<file path="config.mk">
export PLATFORM = sky130hd
export DESIGN_NAME = reg_dump_reader
export DESIGN_NICKNAME = d
export VERILOG_FILES = /design/src/rtl/reg_dump_reader.sv
export SDC_FILE = /design/constraint.sdc
export NUM_CORES = 1
export LEC_CHECK = 0
export CORE_MARGIN = 5
export CORE_UTILIZATION = 29
export DETAILED_ROUTE_END_ITERATION = 7
export GPL_TIMING_DRIVEN = 0
export SKIP_LAST_GASP = 1
export SYNTH_ARGS = -nofsm -noshare
export SYNTH_HDL_FRONTEND = slang
export SYNTH_SLANG_ARGS = --single-unit
</file>
<file path="constraint.sdc">
create_clock -name clk -period 1.4 [get_ports clk]
set_input_delay 0.28 -clock clk [delete_from_list [all_inputs] [get_ports clk]]
set_output_delay 0.28 -clock clk [all_outputs]
set_load 0.05 [all_outputs]
</file>
<file path="src/rtl/reg_dump_reader.sv">
// Walks an inclusive range of register indices through a combinational read
// port and streams (index, data) words out over a valid/ready handshake.
module reg_dump_reader #(
  parameter int DATA_W = 32,
  parameter int ADDR_W = 5
) (
  input  logic              clk,
  input  logic              rst_n,
  input  logic              start,
  input  logic [ADDR_W-1:0] first_reg,
  input  logic [ADDR_W-1:0] last_reg,
  output logic [ADDR_W-1:0] rd_addr,
  input  logic [DATA_W-1:0] rd_data,
  output logic              out_valid,
  input  logic              out_ready,
  output logic [ADDR_W-1:0] out_index,
  output logic [DATA_W-1:0] out_data,
  output logic              busy,
  output logic              done,
  output logic              err
);

  localparam logic [1:0] IDLE = 2'd0;
  localparam logic [1:0] READ = 2'd1;
  localparam logic [1:0] HOLD = 2'd2;
  localparam logic [1:0] FIN  = 2'd3;

  logic [1:0]        state;
  logic [ADDR_W-1:0] ptr;
  logic [ADDR_W-1:0] lim;
  logic              err_flag;

  // The read address is the pointer register itself, so it never depends on inputs.
  assign rd_addr = ptr;
  assign busy    = (state != IDLE);

  always_ff @(posedge clk or negedge rst_n) begin
    if (!rst_n) begin
      state     <= IDLE;
      ptr       <= '0;
      lim       <= '0;
      err_flag  <= 1'b0;
      out_valid <= 1'b0;
      out_index <= '0;
      out_data  <= '0;
      done      <= 1'b0;
      err       <= 1'b0;
    end else begin
      done <= 1'b0;
      err  <= 1'b0;
      case (state)
        IDLE: begin
          if (start) begin
            ptr <= first_reg;
            lim <= last_reg;
            if (first_reg <= last_reg) begin
              state <= READ;
            end else begin
              err_flag <= 1'b1;
              state    <= FIN;
            end
          end
        end
        READ: begin
          out_data  <= rd_data;
          out_index <= ptr;
          out_valid <= 1'b1;
          state     <= HOLD;
        end
        HOLD: begin
          // Compare before incrementing so a range ending at the top index never wraps.
          if (out_valid && out_ready) begin
            out_valid <= 1'b0;
            if (ptr == lim) begin
              state <= FIN;
            end else begin
              ptr   <= ptr + 1'b1;
              state <= READ;
            end
          end
        end
        FIN: begin
          done     <= 1'b1;
          err      <= err_flag;
          err_flag <= 1'b0;
          state    <= IDLE;
        end
        default: state <= IDLE;
      endcase
    end
  end

endmodule

</file>
==> key figures <==
Logic synthesis
  • Cell Area, Synth: 2390 sq um
  • Post-Synth Adder-Cell Area: under 10%
  • Compound-Gate Fraction of Synth Area: between 7 and 8%
  • Post-synthesis average cell area: around 14 sq um
  • Number of warnings reported in the yosys synthesis log: 0
  • Mux share of post-synthesis cell area: 21.0%
  • Share of synthesized cell area in and, or, nand and nor gates: ~7.9%
  • Part of the Yosys area used for sequential elements: 55.5%
  • Number of distinct library cells after synthesis: 31
  • Yosys reg bits: 53
  • Syn_nets: about 230
  • Cells after Synth: ~170
  • Combinational family with the most area after synthesis: multiplexers
  • Post-Synth XOR/XNOR Area: between 1.5 and 2%

Die
  • Starting density of the core: roughly 30%
  • Core region area: around 8000 sq um
  • I/O pins: ~90
  • Die width: 101 microns
  • Height of the die: 101 microns
  • Die area: approximately 10000 sq um
  • Core Rows: 33

STA
  • Final setup slack of the worst path: -96.6 ps
  • Setup repair after global routing missed its margin: yes
  • Post-route clock period utilization: 107%
  • Clock period minus worst slack: about 1500 ps
  • Pins over their slew limit: 0
  • Normalized max-slew margin: approximately 65%
  • Top achievable clock speed: between 600 and 700 MHz
  • Worst-case clock skew: roughly 6.7 ps
  • Slew at the pin closest to its max-slew limit: 530 ps
  • Post-route setup TNS: -435 ps
  • Final Setup Violations: 16
  • Count of endpoints failing hold in the final timing report: 0

Global routing
  • Initial antenna violation count: 0
  • Total grt overflow: 0
  • Via count of the first global-routing pass: 2061
  • Total global-route track usage: about an eighth
  • Wire length of the first global-routing pass: approximately 9900 microns
  • Largest net degree at the start of global routing: 34

Layout
  • N_diodes: 0
  • Number of nets in the final layout: between 300 and 400
  • Finished Layout Cells: 404
  • Filler Cell Count: between 700 and 800
  • Fraction of layout instances using a drive strength above 1: ~56%
  • Area occupied by multi-input gates: between 1000 and 1500 sq um
  • End-of-flow core utilization: 50.8%
  • Sequential standard cell area: about 1300 sq um
  • Synthesis-to-finish area growth: 73.0%

Routing
  • Number of iterations in the first detailed-routing pass: 4
  • Via count: about 1800
  • Wirelength, routed: approximately 6300 microns
  • Post-route DRC violation count: 0
  • Residual antenna-violating net count after detailed routing: 0
  • Vias per inst: approximately 4.5
  • Post-DR wirelength/cell: between 15 and 20 microns
  • Drt initial violations: between 40 and 50

Place
  • IO buf count: around 90
  • Placed insts: 370
  • DP Wirelength: 4130 microns
  • Post-Place Worst Slack: -532 ps
  • GP Congestion: around 0.72

Worst setup path
  • Worst Setup Path Type: flop to flop
  • Endpoint kind of the worst setup timing path: flop
  • Startpoint class of the critical path: flop
  • CP Max Fanout: 4
  • Cell breakdown of the critical path: xor2_4 > nor3_4 > a21oi_4 > mux2_4
  • Data required time at the worst endpoint: about 1600 ps
  • Data arrival time of the critical path: 1690 ps
  • FF-to-FF path depth: 4
  • Highest cell delay on the worst timing path: ~470 ps
  • Critical path buffers and inverters: 0
  • CP max-delay cell: sky130_fd_sc_hd__dfrtp_1
  • Crit Reg-Reg Startpoint: lim[1]
  • Internal reg-to-reg setup slack: -100 ps
  • CP delay by family, top: flip-flops
  • Reg2reg end: rd_addr[1]

Power
  • PD cells: 2690 nW/um^2
  • Static Leak: between 1.5 and 2 nW
  • Maximum ir drop on the vdd rail: between 1.5 and 2 mV
  • Total Power: ~0.011 W

CTS
  • TritonCTS clock tree: built
  • Clock-pin slew reported for the worst setup and hold paths after clock tree synthesis: 100 ps
  • Clock Root Buffer: sky130_fd_sc_hd__clkbuf_8
  • H-Tree Level Count: 2
  • Clock latency at the later pin of the worst-skew pair: ~300 ps
  • Cts bufs inserted: 5
  • Clk buf depth: 2
  • Clock sink count: between 50 and 60

Hold path
  • Number of cells on the worst hold path: 2
  • Worst Min Path Start: last_reg[4]
  • End of the worst hold path: lim[4]
  • Class of the tightest hold or removal check: primary input to flop

Flow run
  • MaxCap Viol Count: 0

Status
  • Failing checks: setup timing
  • Outcome: finished, violations left
layer usage:
| metal | global-route usage, % | vias up | routed length, microns |
|---|---|---|---|
| met1 | 14.7 | 907 | 2670 |
| met2 | 21.2 | 63 | 3090 |
| li1 | - | 860 | - |
| met5 | 0 | - | 0 |
| met3 | 3.53 | 5 | 463 |
| met4 | 2.18 | 0 | 37 |
area by class of cell:
class,count,share of cell area [%]
sequential,53,32.3
inverter,9,0.817
tap,105,3.18
clock buffer,6,2.00
timing repair buffer,118,29.9
multi-input combinational,105,29.6
clock inverter,2,0.333
buffer,6,1.88
metrics by stage:
stage | hold WS [ps] | area [sq um]
floorplan | -15.6 | 2420
global placement | 489 | 3460
detailed placement | 292 | 3470
CTS | 376 | 3860
global route | 273 | 4140
finish | 270 | 4140
logic make-up after synthesis:
| logic type | Yosys count |
|---|---|
| DFF | 53 |
| AOI/OAI and AO/OA | 21 |
| xor gates and xnor gates | 5 |
| buffers and inverters | 15 |
| and+or+nand+nor | 29 |
| muxes | 44 |
| adders and majority gates | 6 |
placed cells by master, fill, tap and decap left out, types with 2 or more instances in the layout:
cell / n
sky130_fd_sc_hd__buf_4: 19
sky130_fd_sc_hd__xor2_2: 4
sky130_fd_sc_hd__clkbuf_8: 6
sky130_fd_sc_hd__clkbuf_16: 2
sky130_fd_sc_hd__buf_8: 3
sky130_fd_sc_hd__clkdlybuf4s50_1: 35
sky130_fd_sc_hd__dfrtp_1: 47
sky130_fd_sc_hd__nand2_1: 10
sky130_fd_sc_hd__nor3_4: 2
sky130_fd_sc_hd__dlymetal6s2s_1: 8
sky130_fd_sc_hd__buf_2: 6
sky130_fd_sc_hd__nor2b_4: 2
sky130_fd_sc_hd__buf_12: 3
sky130_fd_sc_hd__a211oi_2: 4
sky130_fd_sc_hd__dfrtp_2: 6
sky130_fd_sc_hd__clkdlybuf4s15_2: 39
sky130_fd_sc_hd__ha_4: 4
sky130_fd_sc_hd__a2bb2oi_2: 3
sky130_fd_sc_hd__o22ai_1: 2
sky130_fd_sc_hd__mux2_4: 26
sky130_fd_sc_hd__ha_1: 2
sky130_fd_sc_hd__nand3_1: 4
sky130_fd_sc_hd__a21oi_1: 4
sky130_fd_sc_hd__inv_2: 3
sky130_fd_sc_hd__buf_6: 7
sky130_fd_sc_hd__and2_1: 3
sky130_fd_sc_hd__nor2_1: 2
sky130_fd_sc_hd__mux2_2: 18
sky130_fd_sc_hd__inv_1: 6
sky130_fd_sc_hd__nand4_1: 2
synthesized netlist by cell type:
| cell | instances | area (sq um) |
|---|---|---|
| sky130_fd_sc_hd__and2_1 | 3 | 18.8 |
| sky130_fd_sc_hd__o221ai_1 | 1 | 8.76 |
| sky130_fd_sc_hd__o211ai_1 | 1 | 7.51 |
| sky130_fd_sc_hd__or2_2 | 1 | 6.26 |
| sky130_fd_sc_hd__buf_2 | 2 | 10.0 |
| sky130_fd_sc_hd__nor2b_2 | 1 | 8.76 |
| sky130_fd_sc_hd__a31oi_4 | 1 | 21.3 |
| sky130_fd_sc_hd__buf_4 | 1 | 7.51 |
| sky130_fd_sc_hd__o21ai_0 | 2 | 10.0 |
| sky130_fd_sc_hd__nor2b_1 | 1 | 6.26 |
| sky130_fd_sc_hd__buf_6 | 3 | 33.8 |
| sky130_fd_sc_hd__xor2_1 | 5 | 43.8 |
| sky130_fd_sc_hd__mux2_4 | 2 | 30.0 |
| sky130_fd_sc_hd__a21oi_1 | 5 | 25.0 |
| sky130_fd_sc_hd__ha_1 | 6 | 75.1 |
| sky130_fd_sc_hd__nor3_4 | 2 | 32.5 |
| sky130_fd_sc_hd__a211oi_1 | 4 | 30.0 |
| sky130_fd_sc_hd__nor3b_4 | 1 | 18.8 |
| sky130_fd_sc_hd__a21oi_4 | 1 | 16.3 |
| sky130_fd_sc_hd__nand2_1 | 10 | 37.5 |
| sky130_fd_sc_hd__nand3_1 | 4 | 20.0 |
| sky130_fd_sc_hd__o22ai_1 | 2 | 12.5 |
| sky130_fd_sc_hd__a2bb2oi_1 | 3 | 26.3 |
| sky130_fd_sc_hd__nand2b_4 | 1 | 13.8 |
| sky130_fd_sc_hd__a311o_1 | 1 | 10.0 |
| sky130_fd_sc_hd__mux2_2 | 42 | 473 |
| sky130_fd_sc_hd__nor2_1 | 2 | 7.51 |
| sky130_fd_sc_hd__inv_1 | 9 | 33.8 |
| sky130_fd_sc_hd__dfrtp_1 | 53 | 1330 |
| sky130_fd_sc_hd__and3_1 | 1 | 6.26 |
| sky130_fd_sc_hd__nand4_1 | 2 | 12.5 |
power breakdown:
| part | switching (W) | total, W | internal, W |
|---|---|---|---|
| Clock | 0.000504 | 0.000907 | 0.000402 |
| Sequential | 0.000577 | 0.00289 | 0.00232 |
| Combinational | 0.00409 | 0.00732 | 0.00323 |
flip-flops by register name, indices dropped and copies added (netlist names):
name	cells
out_data	32
rd_addr	5
lim	5
state	2
out_valid	1
out_index	5
err_flag	1
err	1
done	1
worst reg2reg max path, stage by stage (launching register included):
cell and delay [ps]:
sky130_fd_sc_hd__dfrtp_1 470, sky130_fd_sc_hd__xor2_4 220, sky130_fd_sc_hd__nor3_4 300, sky130_fd_sc_hd__a21oi_4 110
sky130_fd_sc_hd__mux2_4 310
worst max path at each step:
stage                     slack, ps  depth (start not counted)        from         end
final                          -100                          4      lim[1]  rd_addr[1]
after global placement        -1930                          1       rst_n  rd_addr[0]
after floorplan                -170                          4  rd_addr[3]  rd_addr[1]
after CTS                      -110                          2    state[0]        busy
after detailed placement       -530                          5       start  rd_addr[1]
after global routing           -150                          4  rd_addr[1]  rd_addr[1]
repair_timing:
item	4_1_cts	5_1_grt
endpoints found under the setup margin	95	45
resized for setup	179	51
setup buffers	18	6
cloned	0	2
hold buffers	1	0
endpoints found under the hold margin	20	0
pin swaps	9	11
No activity file was read; power rests on OpenSTA's default activity.
